$ cat src/rtl/tonegen.sv
// ---------------------------------------------------------------------------
// tonegen: square-wave tone generator for the beeper/piezo output.
//
// A write to the duration register starts a 50% duty square wave whose
// half-period (in clocks) comes from the period register.  The tone lasts a
// programmed number of duration ticks, each tick being TICK_DIVIDE clocks.
// A zero duration write cancels a running tone.  The status register reports
// whether a tone is currently playing.
//
// Parameters:
//   TICK_DIVIDE            clocks per duration tick (>= 1)
//
// Ports:
//   clock                  system clock, rising edge
//   reset                  synchronous reset, active low
//   write                  CPU write strobe (qualified by a select)
//   read                   CPU read strobe (qualified by a select)
//   data_in[31:0]          CPU write data, only [15:0] used
//   tonegen_period_cs      period register select
//   tonegen_duration_cs    duration register select (write starts/cancels)
//   tonegen_status_cs      status register select (read only)
//   tonegen_data_out[31:0] read data {31'b0, playing}, driven every cycle
//   tonegen_data_out_valid read & tonegen_status_cs, combinational
//   sounder                square-wave output to the pin
// ---------------------------------------------------------------------------
module tonegen #(
  parameter int unsigned TICK_DIVIDE = 50000
) (
  input  logic        clock,
  input  logic        reset,
  input  logic        write,
  input  logic        read,
  input  logic [31:0] data_in,
  input  logic        tonegen_period_cs,
  input  logic        tonegen_duration_cs,
  input  logic        tonegen_status_cs,
  output logic [31:0] tonegen_data_out,
  output logic        tonegen_data_out_valid,
  output logic        sounder
);

  // Keep the prescaler at least one bit wide when TICK_DIVIDE == 1.
  localparam int unsigned PrescaleW = (TICK_DIVIDE > 1) ? $clog2(TICK_DIVIDE) : 1;
  localparam logic [PrescaleW-1:0] PrescaleMax = PrescaleW'(TICK_DIVIDE - 1);

  typedef enum logic {
    StIdle,
    StPlaying
  } state_e;

  // ---------------------------------------------------------------------------
  // Registers
  // ---------------------------------------------------------------------------
  state_e                r_state;
  state_e                w_state_next;
  logic [15:0]           r_period;
  logic [15:0]           w_period_next;
  logic [15:0]           r_duration_count;
  logic [15:0]           w_duration_count_next;
  logic [PrescaleW-1:0]  r_prescale;
  logic [PrescaleW-1:0]  w_prescale_next;
  logic [15:0]           r_tone_count;
  logic [15:0]           w_tone_count_next;
  logic                  r_sounder;
  logic                  w_sounder_next;

  // ---------------------------------------------------------------------------
  // Decoded strobes and compares
  // ---------------------------------------------------------------------------
  logic        w_playing;
  logic        w_period_wr;
  logic        w_dur_wr;
  logic [15:0] w_dur_val;
  logic        w_dur_start;
  logic        w_dur_cancel;
  logic        w_tick;
  logic        w_last_tick;
  logic        w_tone_wrap;
  logic        w_unused_data;

  assign w_period_wr  = write & tonegen_period_cs;
  assign w_dur_wr     = write & tonegen_duration_cs;
  assign w_dur_val    = data_in[15:0];
  assign w_dur_start  = w_dur_wr & (w_dur_val != 16'd0);
  assign w_dur_cancel = w_dur_wr & (w_dur_val == 16'd0);
  assign w_tick       = (r_prescale == PrescaleMax);
  // Tick that takes the remaining duration from 1 to 0 ends the tone.
  assign w_last_tick  = w_playing & w_tick & (r_duration_count == 16'd1);
  // >= rather than == so a period shrunk below the current count still wraps.
  // Only consulted when r_period != 0, so the subtraction cannot underflow.
  assign w_tone_wrap  = (r_tone_count >= (r_period - 16'd1));

  assign w_unused_data = ^data_in[31:16];

  // ---------------------------------------------------------------------------
  // FSM: state register
  // ---------------------------------------------------------------------------
  always_ff @(posedge clock) begin
    if (!reset) begin
      r_state <= StIdle;
    end else begin
      r_state <= w_state_next;
    end
  end

  // ---------------------------------------------------------------------------
  // FSM: next state
  // A duration write wins over the end-of-tone tick on the same edge.
  // ---------------------------------------------------------------------------
  always_comb begin
    w_state_next = r_state;
    unique case (r_state)
      StIdle: begin
        if (w_dur_start) begin
          w_state_next = StPlaying;
        end
      end
      StPlaying: begin
        if (w_dur_start) begin
          w_state_next = StPlaying;
        end else if (w_dur_cancel || w_last_tick) begin
          w_state_next = StIdle;
        end
      end
      default: w_state_next = StIdle;
    endcase
  end

  // ---------------------------------------------------------------------------
  // FSM: outputs
  // ---------------------------------------------------------------------------
  always_comb begin
    w_playing              = (r_state == StPlaying);
    tonegen_data_out       = {31'b0, w_playing};
    tonegen_data_out_valid = read & tonegen_status_cs;
  end

  assign sounder = r_sounder;

  // ---------------------------------------------------------------------------
  // Datapath next state: period, prescaler, duration, tone counter, sounder
  // ---------------------------------------------------------------------------
  always_comb begin
    w_period_next         = r_period;
    w_duration_count_next = r_duration_count;
    w_prescale_next       = r_prescale;
    w_tone_count_next     = r_tone_count;
    w_sounder_next        = r_sounder;

    if (w_period_wr) begin
      w_period_next = w_dur_val;
    end

    if (w_dur_start) begin
      // Restart: sounder keeps its level so a mid-tone restart is glitch free.
      w_duration_count_next = w_dur_val;
      w_prescale_next       = '0;
      w_tone_count_next     = 16'd0;
    end else if (w_dur_cancel) begin
      w_sounder_next = 1'b0;
    end else if (w_playing) begin
      // Duration prescaler.
      if (w_tick) begin
        w_prescale_next       = '0;
        w_duration_count_next = r_duration_count - 16'd1;
      end else begin
        w_prescale_next = r_prescale + PrescaleW'(1);
      end

      // Tone half-period counter.
      if (r_period == 16'd0) begin
        w_sounder_next    = 1'b0;
        w_tone_count_next = 16'd0;
      end else if (w_tone_wrap) begin
        w_tone_count_next = 16'd0;
        w_sounder_next    = ~r_sounder;
      end else begin
        w_tone_count_next = r_tone_count + 16'd1;
      end

      // End of duration overrides any toggle on the same edge.
      if (w_last_tick) begin
        w_sounder_next = 1'b0;
      end
    end
  end

  always_ff @(posedge clock) begin
    if (!reset) begin
      r_period         <= 16'd0;
      r_duration_count <= 16'd0;
      r_prescale       <= '0;
      r_tone_count     <= 16'd0;
      r_sounder        <= 1'b0;
    end else begin
      r_period         <= w_period_next;
      r_duration_count <= w_duration_count_next;
      r_prescale       <= w_prescale_next;
      r_tone_count     <= w_tone_count_next;
      r_sounder        <= w_sounder_next;
    end
  end

endmodule

$ cat config.mk
export PLATFORM = sky130hd
export DESIGN_NAME = tonegen
export DESIGN_NICKNAME = d
export VERILOG_FILES = /design/src/rtl/tonegen.sv
export SDC_FILE = /design/constraint.sdc
export NUM_CORES = 1
export LEC_CHECK = 0
export ABC_AREA = 1
export CELL_PAD_IN_SITES_DETAIL_PLACEMENT = 1
export CELL_PAD_IN_SITES_GLOBAL_PLACEMENT = 1
export CORE_MARGIN = 2
export CORE_UTILIZATION = 30
export CTS_BUF_LIST = sky130_fd_sc_hd__clkbuf_2
export CTS_CLUSTER_DIAMETER = 200
export DETAILED_ROUTE_END_ITERATION = 7
export PLACE_DENSITY = 0.71
export SYNTH_ARGS = -nofsm -noshare
export SYNTH_HDL_FRONTEND = slang
export SYNTH_SLANG_ARGS = --single-unit
export TNS_END_PERCENT = 10
$ cat constraint.sdc
create_clock -name clock -period 7.4 [get_ports clock]
set_clock_uncertainty 0.2 [all_clocks]
set_input_delay 1.48 -clock clock [delete_from_list [all_inputs] [get_ports clock]]
set_output_delay 1.48 -clock clock [all_outputs]
set_load 0.1 [all_outputs]
Word-level counts from Yosys, hierarchy flattened
Cells that the tools add are included.
{ "op_classes": {"div": 0, "n_reduce_logical": 12, "n_shift": 0, "multipliers": 0, "n_lt_le_gt_ge": 1, "muxes": 16, "addsub": 4, "eq_ne": 3, "bitwise": 12} }
{ "ops": {"columns": ["op", "count"], "rows": [
  ["$mux 16", 7],
  ["$add 16x1->16 const B", 2],
  ["$logic_not 16->1", 2],
  ["$sub 16x1->16 const B", 2],
  ["$eq 16x1->1 const B", 1],
  ["$eq 16x16->1 const B", 1],
  ["$ge 16x16->1", 1],
  ["$reduce_bool 16->1", 1],
  ["$mux 1", 8],
  ["$and 1x1->1", 7],
  ["$reduce_and 3->1", 2],
  ["$reduce_bool 2->1", 3],
  ["$not 1->1", 5],
  ["$reduce_bool 4->1", 1],
  ["$ne 2x2->1 const B", 1],
  ["$pmux 1 s2", 1],
  ["$reduce_and 2->1", 1],
  ["$reduce_or 2->1", 1],
  ["$logic_or 1x1->1", 1]
]} }
{ "word_totals": {"ramBits": 0, "out_inout_bits": 34, "latchBits": 0, "elab_cells": 54, "inputBits": 39, "mem_count": 0, "rom_bits": 0, "ff_bits": 66} }

Logic depth before layout (Yosys ltp)
{ "logic_depth": {"word_depth": 7, "depth_mapped": 21, "mapped_depth_nobuf": 20} }

Least setup slack after synthesis
Ideal clock, no wire load.
{ "synth_path": {"kind": "input port to output port", "startpoint": "in read", "endpoint": "out tonegen_data_out_valid", "arrival_ns": 2.101, "path_buffers": 0, "path_stages": 2, "required_time_ns": 5.720, "path_slack_ns": 3.619, "cell_sequence": "nand2_1 inv_1"} }
{ "synth_between": {"elab_chain_len": 1} }
{ "synth_lines": {"columns": ["item", "line_no", "rtl"], "rows": [
  ["start: declaration", "32", "input logic read,"],
  ["$and 1x1->1", "135", "tonegen_data_out_valid = read & tonegen_status_cs;"],
  ["end: declaration", "38", "output logic tonegen_data_out_valid,"]
]} }
Every way passes these cells.

Final worst setup path
{ "layout_path": {"startpoint": "in tonegen_status_cs", "endpoint": "out tonegen_data_out_valid"} }
{ "layout_between": {"elab_chain_len": 1} }
{ "layout_lines": {"columns": ["item", "line_no", "rtl"], "rows": [
  ["start: declaration", "36", "input logic tonegen_status_cs,"],
  ["$and 1x1->1", "135", null]
]} }
Every way passes these cells.

==> impl_summary.log <==
[metrics] outcome: finished clean
[metrics] Seq pwr share: 0.449
[metrics] crit-path max FO: 1
[metrics] cell taking the most area after synthesis: dfxtp_1
[metrics] most frequent standard cell in the layout excluding fill and tap cells: nand2_1
[metrics] global-route usage over all layers: 0.1586
[metrics] DRT iter0 DRCs: 142
[metrics] Min-Delay Path Depth: 2
[metrics] count of different cell masters after synthesis: 42
[metrics] max-cap violation count: 0
[metrics] global-route wire length before repair: 20880 µm
[metrics] Combinational Power Share: 0.296
[metrics] end of the worst register-to-register path: r_tone_count[12]
[metrics] worst slew slack as a fraction of its limit: 0.3557
[metrics] flop2flop setup slack: slightly below 4 ns
[metrics] count of nets left with antenna violations after detail routing: 0
[metrics] kind of critical path: in -> out
[metrics] via count of the first global-routing pass: 4388
[metrics] smallest setup slack after layout: 2.581 ns
[metrics] clock-pin slew of the registers on the worst-case setup and hold paths: 0.19 ns
[metrics] Antenna diodes: 0
[metrics] root cell of the clock tree: clkbuf_2
[metrics] combined area of all synthesized cells: 4644 µm²
[metrics] IR Drop Worst-Case VDD: about 0.085 mV
[metrics] layout cells sized above 1: 0.07290
[metrics] worst hold path endpoint: r_duration_count[14]
[metrics] Hold Path Class: reg -> reg
[metrics] antenna violations before repair: 0
[metrics] average cell area after synthesis: 6.616 µm²
[metrics] via total after detailed routing: 4264
[metrics] synthesis-stage register bit count: 66
[metrics] cells taking the most area after synthesis: dfxtp_1 28%, nand2_1 12%, nor2_1 7.8%
[metrics] P_leak: between 0.002 and 0.0025 µW
[metrics] share of the synthesized area in the top cell type: 0.2845
[metrics] DRC violations left: 0
[metrics] final-report max-slew violation count: 0
[metrics] Routed WL per cell: between 10 and 15 µm
[metrics] number of warnings printed during yosys synthesis: 0
[metrics] effective utilization at floorplan: 0.3067
[metrics] Max Clock Freq: about 0.21 GHz
[metrics] clock insertion delay at the later pin of the skew report: about 0.56 ns
[metrics] startpoint type of the worst setup path: primary input
[metrics] number of instances resized during post-cts repair: 0
[metrics] fraction of power spent switching nets: 0.3922
[metrics] setup violation total in the final timing report: 0
[metrics] full die area: 16490 µm²
[metrics] post-route minimum period: 4.819 ns
[metrics] R2R depth: 18
[metrics] Clock Sinks: 66
[metrics] DIE HEIGHT: 128.4 µm
[metrics] Post-Place Setup Slack: 2.573 ns
[metrics] final-layout setup total negative slack: 0 ns
[metrics] maximum number of pins on one net before global-route repair: 29
[metrics] clock buffer count from CTS: 9
[metrics] crit path capture type: primary output
[metrics] net load switching power: 334.1 µW
[metrics] internal power: 517.7 µW
[metrics] CTS tree: built
[metrics] instance count of the mapped netlist: 702
[metrics] cts hold-fix bufs: 0
[metrics] worst path arrival time: 3.14 ns
[metrics] launch instance of the worst min-delay path: r_duration_count[14]
[metrics] total half-perimeter wirelength after legalization and detailed placement: around 9400 µm
[metrics] Area growth, synth to finish: 8.028%
[metrics] level count of the clock H-tree: 3
[metrics] setup repair after global routing missed its margin: false
[metrics] final worst path period share: 0.6513
[metrics] maximum count of clock buffers along a single path: 2
[metrics] remaining global-route overflow: 0
[metrics] top library cells by usage in the layout, fill and taps aside: 145 x nand2_1, 97 x nor2_1, 84 x inv_1
[metrics] # port buffers: 25
[metrics] sum of internal, switching and leakage power: approximately 850 µW
[metrics] worst reg2reg startpoint: r_period[2]
[metrics] WP data required: between 5 and 6 ns
[metrics] postcts setup bufs: 0
[metrics] Detailed Route WL: 12040 µm
[metrics] total iterations of the first detailed-routing run: 4
[metrics] detailed-route vias per instance: 4.660
[metrics] Horiz. Die Dim: 128.4 µm
[metrics] core outline area: 15150 µm²
[metrics] measured slew at the worst slew-check pin: ~0.96 ns
[metrics] I/O pin count: between 70 and 80
[metrics] number of nets in the layout: between 700 and 800
[metrics] post-synthesis sequential area ratio: 0.2845
[metrics] Cell Rows: 45
[metrics] proportion of power drawn by the clock network: 0.255
[metrics] gp weighted congestion: about 0.81
[metrics] power density of the placed cells: 169.8 nW/µm²
[metrics] number of hold violations in the final report: 0
-- cell type report --
type	count	area [µm²]
Clock buffer	12	60.06
Clock inverter	4	42.54
Fill cell	1948	10130
Inverter	90	342.8
Multi-Input combinational cell	529	2758
Sequential cell	66	1321
Tap cell	188	235.2
Timing Repair Buffer	26	257.7
-- synthesized netlist by cell type (all sizes together) --
library cell / number
nand2: 152
nor2: 107
inv: 89
dfxtp: 66
a21oi: 55
nand3: 42
buf: 41
o21ai: 34
ha: 21
xor2: 21
nor3: 14
nand4: 12
o21bai: 7
clkbuf: 6
or2: 6
o211ai: 5
xnor2: 5
nor4: 4
o21a: 4
and2: 3
nor3b: 2
o22ai: 2
a211oi: 1
a31oi: 1
clkinv: 1
conb: 1
-- worst max-delay path, cell delays in order --
cell and delay [ns]:
clkdlybuf4s50_1 0.45, nand2_1 0.04, inv_1 0.04, clkdlybuf4s50_1 1.11
-- routing by layer --
metal,share of wire,global-route usage,wire (µm)
met3,0.022,0.02453,267
met5,0,0,0
met1,0.49,0.2008,5852
met4,0.019,0.06141,229
met2,0.47,0.2713,5689
-- logic make-up (layout without fill, tap and decap cells) --
group                    count (synthesis)  count (layout)  synth area share
other                                    1              31         0.0008074
adder cells (fa/ha/maj)                 21              21           0.05657
AO/OA/AOI/OAI                          109             109            0.1323
XOR/XNOR                                26              26           0.04903
buffers and inverters                  137             132            0.1460
flip-flops                              66              66            0.2845
AND/OR/NAND/NOR                        342             342            0.3308
-- per-stage QoR --
| stage | area, µm² | instances | util | hold slack, ns |
|---|---|---|---|---|
| 2_1_floorplan | 4757 | 732 | - | 0.2435 |
| 3_3_place_gp | 4915 | 899 | 0.3245 | 0.2547 |
| 3_5_place_dp | 4915 | 899 | 0.3245 | 0.2641 |
| 4_1_cts | 5017 | 915 | 0.3313 | 0.2877 |
| 5_1_grt | 5017 | 915 | 0.3313 | 0.3117 |
| 6_report | 5017 | 915 | 0.3313 | 0.2871 |
-- state kept, by name, summed over array words and instances, names as in the netlist --
signal,flops
r_duration_count,16
r_prescale,16
r_tone_count,16
r_state,1
sounder,1
r_period,16
-- power by group through the flow --
stage | sequential, µW | combinational [µW] | clock (µW)
2_1_floorplan | 386 | 220 | 0
3_3_place_gp | 389 | 251 | 0
3_5_place_dp | 390 | 254 | 0
4_1_cts | 382 | 256 | 229
5_1_grt | 385 | 281 | 244
6_report | 382 | 252 | 218
-- how the worst max path moves through the flow --
stage	start	endpoint	slack, ns	depth (start not counted)
floorplan	read	tonegen_data_out_valid	3.62	2
global route	tonegen_status_cs	tonegen_data_out_valid	2.54	4
finish	tonegen_status_cs	tonegen_data_out_valid	2.58	4
detailed placement	tonegen_status_cs	tonegen_data_out_valid	2.57	4
global placement	read	tonegen_data_out_valid	2.58	4
CTS	tonegen_status_cs	tonegen_data_out_valid	2.57	4
Power figures use the tool's default switching activity.
